--- src/rtl/mem_arbiter.sv ---
// Single memory port shared by the CPU and a DMA requester with CPU priority.
// Optional CPU bus lock is enabled by defining MEM_ARB_LOCK_EN.
module mem_arbiter #(
  parameter int ADDR_WIDTH   = 16,
  parameter int DATA_WIDTH   = 32,
  parameter int WAIT_STATES  = 1,
  parameter int STARVE_LIMIT = 2
) (
  input  logic                  clk,
  input  logic                  rst,
  input  logic                  cpu_req,
  input  logic                  cpu_wr,
  input  logic [ADDR_WIDTH-1:0] cpu_addr,
  input  logic [DATA_WIDTH-1:0] cpu_wdata,
  output logic [DATA_WIDTH-1:0] cpu_rdata,
  output logic                  cpu_ack,
`ifdef MEM_ARB_LOCK_EN
  input  logic                  cpu_lock,
`endif
  input  logic                  dma_req,
  input  logic                  dma_wr,
  input  logic [ADDR_WIDTH-1:0] dma_addr,
  input  logic [DATA_WIDTH-1:0] dma_wdata,
  output logic [DATA_WIDTH-1:0] dma_rdata,
  output logic                  dma_ack,
  output logic                  mem_rd,
  output logic                  mem_wr,
  output logic [ADDR_WIDTH-1:0] mem_addr,
  output logic [DATA_WIDTH-1:0] mem_wdata,
  input  logic [DATA_WIDTH-1:0] mem_rdata
);

  typedef enum logic [1:0] {
    S_IDLE,
    S_ACCESS,
    S_ACK
  } state_e;

  localparam int CW = (WAIT_STATES > 0) ? $clog2(WAIT_STATES + 1) : 1;
  localparam int SW = $clog2(STARVE_LIMIT + 1);
  localparam logic [CW-1:0] CNT_INIT = CW'(WAIT_STATES);
  localparam logic [SW-1:0] S_MAX = SW'(STARVE_LIMIT);

  state_e                  state_q, state_d;
  logic [CW-1:0]           cnt_q, cnt_d;
  logic [SW-1:0]           starve_q, starve_d;
  logic                    own_dma_q, own_dma_d;
  logic                    wr_q, wr_d;
  logic [ADDR_WIDTH-1:0]   addr_q, addr_d;
  logic [DATA_WIDTH-1:0]   wdata_q, wdata_d;
  logic [DATA_WIDTH-1:0]   crd_q, crd_d;
  logic [DATA_WIDTH-1:0]   drd_q, drd_d;
  logic                    lock_hold;
  logic                    dma_win;
  logic                    cpu_win;

`ifdef MEM_ARB_LOCK_EN
  logic lock_q, lock_d;
  assign lock_hold = lock_q & cpu_req;
`else
  assign lock_hold = 1'b0;
`endif

  // DMA wins when the CPU is idle or has starved it long enough
  assign dma_win = dma_req & ~lock_hold &
                   (~cpu_req | (starve_q == S_MAX));
  assign cpu_win = cpu_req & ~dma_win;

  assign mem_addr  = addr_q;
  assign mem_wdata = wdata_q;
  assign cpu_rdata = crd_q;
  assign dma_rdata = drd_q;

  // Next-state, datapath latching and strobe/ack decode
  always_comb begin
    state_d   = state_q;
    cnt_d     = cnt_q;
    starve_d  = starve_q;
    own_dma_d = own_dma_q;
    wr_d      = wr_q;
    addr_d    = addr_q;
    wdata_d   = wdata_q;
    crd_d     = crd_q;
    drd_d     = drd_q;
`ifdef MEM_ARB_LOCK_EN
    lock_d    = lock_q;
`endif
    mem_rd    = 1'b0;
    mem_wr    = 1'b0;
    cpu_ack   = 1'b0;
    dma_ack   = 1'b0;
    unique case (state_q)
      S_IDLE: begin
        if (dma_win || cpu_win) begin
          state_d   = S_ACCESS;
          cnt_d     = CNT_INIT;
          own_dma_d = dma_win;
          wr_d      = dma_win ? dma_wr : cpu_wr;
          addr_d    = dma_win ? dma_addr : cpu_addr;
          wdata_d   = dma_win ? dma_wdata : cpu_wdata;
        end
        if (!dma_req || dma_win) begin
          starve_d = '0;
        end else if (cpu_win && starve_q != S_MAX) begin
          starve_d = starve_q + 1'b1;
        end
`ifdef MEM_ARB_LOCK_EN
        if (!cpu_req) begin
          lock_d = 1'b0;
        end
`endif
      end
      S_ACCESS: begin
        mem_rd = ~wr_q;
        mem_wr = wr_q;
        if (cnt_q == '0) begin
          state_d = S_ACK;
          if (!wr_q) begin
            if (own_dma_q) begin
              drd_d = mem_rdata;
            end else begin
              crd_d = mem_rdata;
            end
          end
        end else begin
          cnt_d = cnt_q - 1'b1;
        end
      end
      S_ACK: begin
        cpu_ack = ~own_dma_q;
        dma_ack = own_dma_q;
        state_d = S_IDLE;
`ifdef MEM_ARB_LOCK_EN
        if (!own_dma_q) begin
          lock_d = cpu_lock;
        end
`endif
      end
      default: begin
        state_d = S_IDLE;
      end
    endcase
  end

  // State and datapath registers with synchronous active-low reset
  always_ff @(posedge clk) begin
    if (!rst) begin
      state_q   <= S_IDLE;
      cnt_q     <= '0;
      starve_q  <= '0;
      own_dma_q <= 1'b0;
      wr_q      <= 1'b0;
      addr_q    <= '0;
      wdata_q   <= '0;
      crd_q     <= '0;
      drd_q     <= '0;
`ifdef MEM_ARB_LOCK_EN
      lock_q    <= 1'b0;
`endif
    end else begin
      state_q   <= state_d;
      cnt_q     <= cnt_d;
      starve_q  <= starve_d;
      own_dma_q <= own_dma_d;
      wr_q      <= wr_d;
      addr_q    <= addr_d;
      wdata_q   <= wdata_d;
      crd_q     <= crd_d;
      drd_q     <= drd_d;
`ifdef MEM_ARB_LOCK_EN
      lock_q    <= lock_d;
`endif
    end
  end

endmodule

--- config.mk ---
export PLATFORM = sky130hd
export DESIGN_NAME = mem_arbiter
export DESIGN_NICKNAME = d
export VERILOG_FILES = /design/src/rtl/mem_arbiter.sv
export SDC_FILE = /design/constraint.sdc
export NUM_CORES = 1
export LEC_CHECK = 0
export BUFFER_PORTS_ARGS = -buffer_cell sky130_fd_sc_hd__buf_2
export CELL_PAD_IN_SITES_DETAIL_PLACEMENT = 0
export CELL_PAD_IN_SITES_GLOBAL_PLACEMENT = 1
export CORE_ASPECT_RATIO = 1.4
export CORE_MARGIN = 3
export CORE_UTILIZATION = 34
export DETAILED_ROUTE_END_ITERATION = 10
export PLACE_DENSITY_LB_ADDON = 0.1
export SLEW_MARGIN = 20
export SYNTH_ARGS = -nofsm -noshare
export SYNTH_HDL_FRONTEND = slang
export SYNTH_SLANG_ARGS = --single-unit
--- constraint.sdc ---
create_clock -name clk -period 2.2 [get_ports clk]
set_input_delay 0.22 -clock clk [delete_from_list [all_inputs] [get_ports clk]]
set_output_delay 0.22 -clock clk [all_outputs]
set_load 0.01 [all_outputs]
Word-level counts from Yosys, hierarchy flattened

Cells that the tools add are included.

Register bits after elaboration: 119
Output and inout port bits: 116
Logic and storage cells: 53

Add/sub/neg operators: 2
Eq/ne operators: 6
Mux-type cells: 15
Bitwise gates (word level): 8
Reduce and logical (&&, ||, !) cells: 13

Operators with widths:

| cell                                                             | count |
|---|---|
| 32-bit 2-to-1 mux                                                | 1 |
| 16-bit 2-to-1 mux                                                | 1 |
| 2-bit 2-to-1 mux                                                 | 4 |
| 2-bit AND reduction                                              | 4 |
| 4-bit AND reduction                                              | 2 |
| 1-bit 2-to-1 mux                                                 | 7 |
| 2-bit != test (second input constant)                            | 3 |
| 1-bit NOT                                                        | 5 |
| 2-bit == test (second input constant)                            | 2 |
| 2-bit one-hot mux with 2 select lines                            | 1 |
| 2-bit nonzero test                                               | 2 |
| 2-bit by 1-bit adder with 2-bit output (second input constant)   | 1 |
| 1-bit AND                                                        | 2 |
| 2-bit by 1-bit == test with 1-bit output (second input constant) | 1 |
| 2-bit logical NOT                                                | 1 |
| 1-bit logical OR                                                 | 2 |
| 1-bit one-hot mux with 2 select lines                            | 1 |
| 1-bit logical AND                                                | 1 |
| 1-bit logical NOT                                                | 1 |
| 1-bit bitwise OR                                                 | 1 |
| 1-bit subtractor (second input constant)                         | 1 |

Logic depth before layout (Yosys ltp)

Gate-level depths: netlist of the first run.

Depth after elaboration: 8
Mapped depth: 8
Gate-level depth less buffers: 5

Worst setup path after synthesis of the first run

OpenSTA, ideal clock, no wires.

Path kind: reg2reg
Start: register starve_q[0]
End: register wdata_q[27], in the netlist mem_wdata[27]
Data arrival time: 1.487 ns
Data required time: 2.078 ns
Slack: 0.591 ns
Stages on the path, launching flop included: 9
Buffers on the path: 3
Period minus slack after synthesis: 1.609 ns
Cell sequence: dfxtp_1 inv_1 ha_1 nand2b_1 buf_2 clkbuf_2 clkbuf_2 a21boi_0 o311a_1

Longest elaborated chain between the ends: 7

Ends and longest elaborated chain:

| item                          | line | source |
|---|---|---|
| start, declared               | 46   | `logic [SW-1:0] starve_q, starve_d;` |
| start signal, assigned        | 163  | `starve_q <= starve_d;` |
| 2-bit == test (*)             | 66   | `(~cpu_req \| (starve_q == S_MAX));` |
| 1-bit bitwise OR (*)          | 66   |  |
| 1-bit AND (*)                 | 65   | `assign dma_win = dma_req & ~lock_hold &` |
| 1-bit NOT                     | 67   | `assign cpu_win = cpu_req & ~dma_win;` |
| 1-bit AND                     | 67   |  |
| 1-bit logical OR              | 94   | `if (dma_win \|\| cpu_win) begin` |
| 2-bit AND reduction (no line) | -    |  |
| end signal, assigned          | 167  | `wdata_q <= wdata_d;` |
| end, declared                 | 50   | `logic [DATA_WIDTH-1:0] wdata_q, wdata_d;` |

Every way passes the cells marked *; elsewhere a longest branch is shown, timed or not.
A chain may end at the register's enable or synchronous reset.

Worst setup path after layout of the first run

Start: register starve_q[0]
End: register addr_q[10], in the netlist mem_addr[10]

Longest elaborated chain between the ends: 7

Ends and longest elaborated chain:

| item                          | line | source |
|---|---|---|
| 2-bit == test (*)             | 66   |  |
| 1-bit bitwise OR (*)          | 66   |  |
| 1-bit AND (*)                 | 65   |  |
| 1-bit NOT                     | 67   |  |
| 1-bit AND                     | 67   |  |
| 1-bit logical OR              | 94   |  |
| 2-bit AND reduction (no line) | -    |  |
| end signal, assigned          | 166  | `addr_q <= addr_d;` |
| end, declared                 | 49   | `logic [ADDR_WIDTH-1:0] addr_q, addr_d;` |

Marked as above.

==> impl_metrics.yaml, run 1 <==
run_status:
  outcome: "finished, final reports clean"
worst_hold_path:
  hold_start: "mem_rdata[14]"
  hold_path_class: "in2reg"
sta:
  clock.fmax_ghz: 0.601
  maxSlewHeadroom_pct: 66.9
  tns_ns: 0
  min_period_ns: 1.66
  fin_skew_ns: 0.00796
  final_hold_viol_count: 0
  rsz0062_at_grt: "no"
  setup_viol: 0
  finalCritPeriodShare_pct: 75.6
  tightest_slew_ns: 0.495
  slew_violations: 0
logic_synthesis:
  synth_top_area_share_pct: 44.4
  yosysSeqAreaShare_pct: 44.4
  yosysTopAreaCell: "dfxtp_1"
  netlist_area_um2: 5370
  synthTopCellsByArea: "dfxtp_1 (44%), mux2i_1 (12%), o311a_1 (9.1%), a21boi_0 (7.1%), nand2_1 (6.9%)"
  syn_inst: 566
  synth_warnings: 0
  synth_fp_nets: 701
  ys_ff_latch: 119
  syn_avg_cell_area_um2: 9.49
  ys_types: 30
setup_path:
  critPathTopFamily: "simple AND/OR/NAND/NOR gates"
  slowest_delay_ns: 0.34
  path_max_fanout: 74
  path_depth: 6
  cp.required_ns: 2.49
  path_buf_inv: 2
  crit_start: "starve_q[0]$_SDFFE_PN0P_"
  worstPathArrival_ns: 1.95
  ff2ff_path_depth: 6
  crit_chain: "inv_1 > ha_1 > nand2b_2 > buf_12 > and3_1 > o311a_1"
  cpMaxStageDelayCell: "dfxtp_1"
  rr_endpoint: "mem_addr[10]$_SDFFE_PN0P_"
  reg2reg_slack_ns: 0.54
  critPathKind: "reg2reg"
  r2r-start: "starve_q[0]$_SDFFE_PN0P_"
  critPathLaunchType: "register"
  cp-end-kind: "register"
  crit_path_end: "mem_addr[10]$_SDFFE_PN0P_"
routing:
  drc_errors: 0
  vias: 5003
  drtIter0Drc: 342
  firstDrtPassIters: 4
  avgRoutedWirePerCell_um: 16.1
  wl_mm: 16.0
  drtAntennaViolNets: 0
  vias_per_cell: 5.05
grt:
  grt-ovfl-total: 0
  grt_pass1_vias: 5189
  grt_max_degree: 75
  grt_pass1_wl_mm: 25.8
  use_met1_pct: 21.4
  gr-usage-met3_pct: 5.75
  busiest_layer: "met2"
  grt_use_met2_pct: 30.8
  antenna_found_initial: 1
  grt_usage_pct: 18.2
floorplanning:
  core_um2: 15300
  die_x_um: 112
  start_util_pct: 35.2
  dieHeight_um: 155
  dieArea_um2: 17400
  fp-row-count: 53
  io_pins: 250
cells_and_area:
  final_util_pct: 48.9
  syn2layout_area_growth_pct: 38.9
  multi_input_area_um2: 2760
  regArea_um2: 2380
  fillerInstances: 1488
  drive_gt1_share_pct: 37.5
  antenna_cells: 0
  layout.nets: 920
clocking:
  path_clk_slew_ns: 0.06
  ctsHoldBuffers: 0
  clockBufferDepth: 2
  cts-buffers-inserted: 17
  insertion_delay_ns: 0.41
  cts_root_buf: "clkbuf_16"
  cts_tree: "done"
  cts_sinks: 119
  cts_resized: 0
  post-cts-setup-buffers: 0
  htreeDepth: 4
power_and_ir_drop:
  vdd_drop_max_uv: 407
  power_leakage_nw: 3.86
  p_per_area_nw_per_um2: 863
place:
  port_buffers: 249
  place.gp.congestion: 0.733
  dp_hpwl_mm: 11.1
run:
  drv_cap: 0
-- worst min-delay path by stage --
stage	depth (start not counted)	end	slack, ns
floorplan	2	dma_rdata[0]$_SDFFE_PN0P_	0.38
global placement	2	cpu_rdata[23]$_SDFFE_PN0P_	0.44
detailed placement	2	cpu_rdata[9]$_SDFFE_PN0P_	0.45
CTS	3	dma_rdata[14]$_SDFFE_PN0P_	0.06
global route	3	dma_rdata[29]$_SDFFE_PN0P_	0.08
finish	3	dma_rdata[14]$_SDFFE_PN0P_	0.08
-- final cells by class --
| class | instances | share of cell area [%] |
|---|---|---|
| well taps | 192 | 3.22 |
| clock inverters | 14 | 2.65 |
| clock buffers | 18 | 5.88 |
| inverters | 1 | 0.0503 |
| repair buffers | 261 | 19.3 |
| flip-flops and latches | 119 | 31.9 |
| multi-input cells | 385 | 37.0 |
-- state kept, by name, summed over array words and instances (netlist names), 2 cells and up --
| name | cells |
|---|---|
| mem_wdata | 32 |
| mem_addr | 16 |
| dma_rdata | 32 |
| state_q | 2 |
| cpu_rdata | 32 |
| starve_q | 2 |
-- layer usage --
metal | wire length (um) | part of all wire [%]
met1 | 6640 | 42
met2 | 7800 | 49
met3 | 1220 | 7.6
met4 | 305 | 1.9
met5 | 7 | 0.044
-- synthesized netlist by cell type (all sizes together) --
cell type	number
nor4	1
nor2	5
o21bai	49
o21a	1
and2	1
buf	11
mux2i	64
nor4b	1
and3	49
and3b	1
dfxtp	119
ha	1
nor3b	2
inv	1
a32oi	1
or4b	1
nor2b	2
o311a	49
o21ai	1
or3b	1
nand3	1
a21boi	52
nand2b	2
or2	1
clkbuf	50
nand2	99
-- stage by stage --
stage                     setup slack (ns)  total power, W  hold slack (ns)  instance area [um^2]  cells
after CTS                            0.548         0.00654           0.0560                  7460    990
after global placement               0.614         0.00353            0.441                  6830    958
final                                0.537         0.00644           0.0752                  7460    990
after detailed placement             0.558         0.00355            0.447                  6830    958
after floorplan                      0.591         0.00309            0.382                  5370    566
after global routing                 0.448         0.00675           0.0770                  7460    990
-- logic make-up after synthesis --
group	after synthesis	synth area share (%)
simple gates	167	15.1
compound gates	153	23.6
flops	119	44.4
mux	64	11.9
buf+inv	62	4.73
fa+ha+maj	1	0.233
-- where the power goes --
part           switching [W]  internal [W]  leakage, nW
combinational       0.000559      0.000512         2.59
clock                0.00102       0.00193        0.295
sequential         0.0000885       0.00233        0.975
-- tightest hold or removal path: stages --
cell and delay (ns):
buf_2 0.09, nand2_1 0.06, mux2i_1 0.06
-- layout by cell type, fill, tap and decap left out, types with 2 or more instances in the layout --
cell / instances
buf_4: 5
nor3b_1: 2
dfxtp_1: 119
nand2_1: 99
nor2_1: 4
buf_12: 8
nor2b_1: 2
mux2i_1: 64
clkinv_4: 2
a21boi_0: 51
buf_2: 248
clkbuf_16: 17
o311a_1: 49
and3_1: 49
bufinv_16: 4
clkinvlp_4: 5
o21bai_1: 49
inv_6: 2
(Power assumes the default switching activity.)
==> run 2: changes to the inputs <==
CORE_UTILIZATION = 31   (was 34)
clock period = 1.4 ns   (was 2.2 ns; I/O delays follow)
==> run 2 against run 1 <==
The flow now finishes with violations (setup timing). Sequential share of layout area fell by 3.3 points. Sequential power up 58%. Flip-flop and latch count did not move. Critical path depth is the same. Clock skew is essentially flat. Core utilization up 0.51 points. Non-clock buffer count is 51 higher. Via count grew 5.7%. Final cell count rose by 9.2%. Clock-buffer cell count unchanged. First-iteration DRC count down 19%. Register-to-register slack lost 0.64 ns.
==> impl_metrics.yaml, run 2 (same netlist as run 1, synthesis figures left out) <==
grt:
  grt_max_degree: 64
  grt_usage_pct: 17.5
  grt_pass1_wl_mm: 26.5
  antenna_found_initial: 0
  grt-ovfl-total: 0
  grt_pass1_vias: 5355
routing:
  vias_per_cell: 4.89
  firstDrtPassIters: 4
  vias: 5287
  drtIter0Drc: 277
  drc_errors: 0
  avgRoutedWirePerCell_um: 16.0
  drtAntennaViolNets: 0
  wl_mm: 17.3
sta:
  min_period_ns: 1.50
  slew_violations: 0
  clock.fmax_ghz: 0.665
  finalWorstSetupSlack_ns: -0.104
  setup_viol: 65
  whs_ns: 0.0264
  finalCritPeriodShare_pct: 107
  fin_skew_ns: 0.00836
  maxSlewHeadroom_pct: 74.3
  tns_ns: -4.03
  rsz0062_at_grt: "yes"
  final_hold_viol_count: 0
  tightest_slew_ns: 0.382
clocking:
  htreeDepth: 4
  cts-buffers-inserted: 17
  cts_tree: "done"
  path_clk_slew_ns: 0.06
  cts_root_buf: "clkbuf_16"
  insertion_delay_ns: 0.42
  clockBufferDepth: 2
  cts_sinks: 119
cells_and_area:
  layout.nets: 971
  final_cell_mix: "buf_2 (245), dfxtp_1 (113), nand2_1 (99)"
  antenna_cells: 0
  drive_gt1_share_pct: 45.1
  fin_area_um2: 8350
  final_common_cell: "buf_2"
  final_util_pct: 49.4
  syn2layout_area_growth_pct: 55.4
place:
  pre_cts_ws_ns: -0.0887
  port_buffers: 249
  dpl-instance-area_um2: 7290
  place.gp.congestion: 0.743
  dp_hpwl_mm: 11.9
setup_path:
  cp-end-kind: "register"
  critPathLaunchType: "register"
  crit_start: "starve_q[0]$_SDFFE_PN0P_"
  r2r-start: "starve_q[0]$_SDFFE_PN0P_"
  cp.required_ns: 1.70
  worstPathArrival_ns: 1.81
  crit_chain: "inv_2 > ha_4 > nand2b_4 > buf_12 > and3_4 > o311a_1"
  path_max_fanout: 32
  slowest_delay_ns: 0.34
  cpMaxStageDelayCell: "dfxtp_2"
  critPathKind: "reg2reg"
floorplanning:
  dieArea_um2: 19000
  dieHeight_um: 162
  start_util_pct: 31.8
  io_pins: 250
  core_um2: 16900
  die_x_um: 117
  fp-row-count: 56
power_and_ir_drop:
  p_per_area_nw_per_um2: 1230
  vdd_drop_max_uv: 527
  p_clk_share_pct: 43.3
  switching_share_pct: 27.7
  p_switching_w: 0.00284
  intPower_w: 0.00742
  seq_power_share_pct: 37.0
  power_frac_comb_pct: 19.6
  power_leakage_nw: 4.07
run:
  drv_cap: 0
run_status:
  outcome: "finished, violations left"
  violations: "setup timing"
worst_hold_path:
  hold_start: "mem_rdata[13]"
  hold_path_class: "in2reg"
[run 2: worst max-delay path, delay by kind of cell, from the launching register on]
family                   cells  cell delay (ns)
AO/OA/AOI/OAI                1             0.32
adder cells (fa/ha/maj)      1             0.15
buffers and inverters        2             0.23
flip-flops                   1             0.34
AND/OR/NAND/NOR              2             0.35
[run 2: final cells by class]
cell class,count,area [um^2]
Multi-Input combinational cell,385,3050
Timing Repair Buffer,312,2000
Inverter,1,3.75
Sequential cell,119,2390
Clock buffer,18,439
Clock inverter,14,168
Tap cell,232,290
Fill cell,1626,8540
[run 2: through the flow]
stage,power [W],cells
4_1_cts,0.0104,1077
6_report,0.0103,1081
2_1_floorplan,0.00494,566
5_1_grt,0.0108,1081
3_3_place_gp,0.00570,1013
3_5_place_dp,0.00574,1013
[run 2: timing repair]
action	in CTS	in global routing
buffers inserted	2	3
resized for setup	18	17
cloned	0	2
endpoints found under the hold margin	54	0
hold buffers	30	0
endpoints found under the setup margin	54	59
pin swaps	1	2
[run 2: worst paths after layout]
kind / cells after the start / endpoint / slack, ns
max: 6 / mem_addr[5]$_SDFFE_PN0P_ / -0.10
min: 3 / dma_rdata[13]$_SDFFE_PN0P_ / 0.03
max reg2reg: 6 / mem_addr[5]$_SDFFE_PN0P_ / -0.10
min reg2reg: 2 / dma_rdata[20]$_SDFFE_PN0P_ / 0.45
[run 2: metal layers]
| layer | routed length [um] | global-route usage [%] | vias up | part of all wire (%) |
|---|---|---|---|---|
| li1 | - | - | 2606 | - |
| met2 | 8910 | 31.3 | 169 | 51 |
| met5 | 0 | 0 | - | 0 |
| met1 | 7030 | 19.1 | 2491 | 41 |
| met3 | 1130 | 5.52 | 21 | 6.5 |
| met4 | 274 | 5.95 | 0 | 1.6 |
[run 2: power groups by stage]
stage,sequential [W],clock [W],combinational (W)
after CTS,0.00380,0.00457,0.00199
final,0.00380,0.00444,0.00201
after detailed placement,0.00386,0,0.00187
after floorplan,0.00397,0,0.000963
after global placement,0.00386,0,0.00184
after global routing,0.00383,0.00474,0.00219
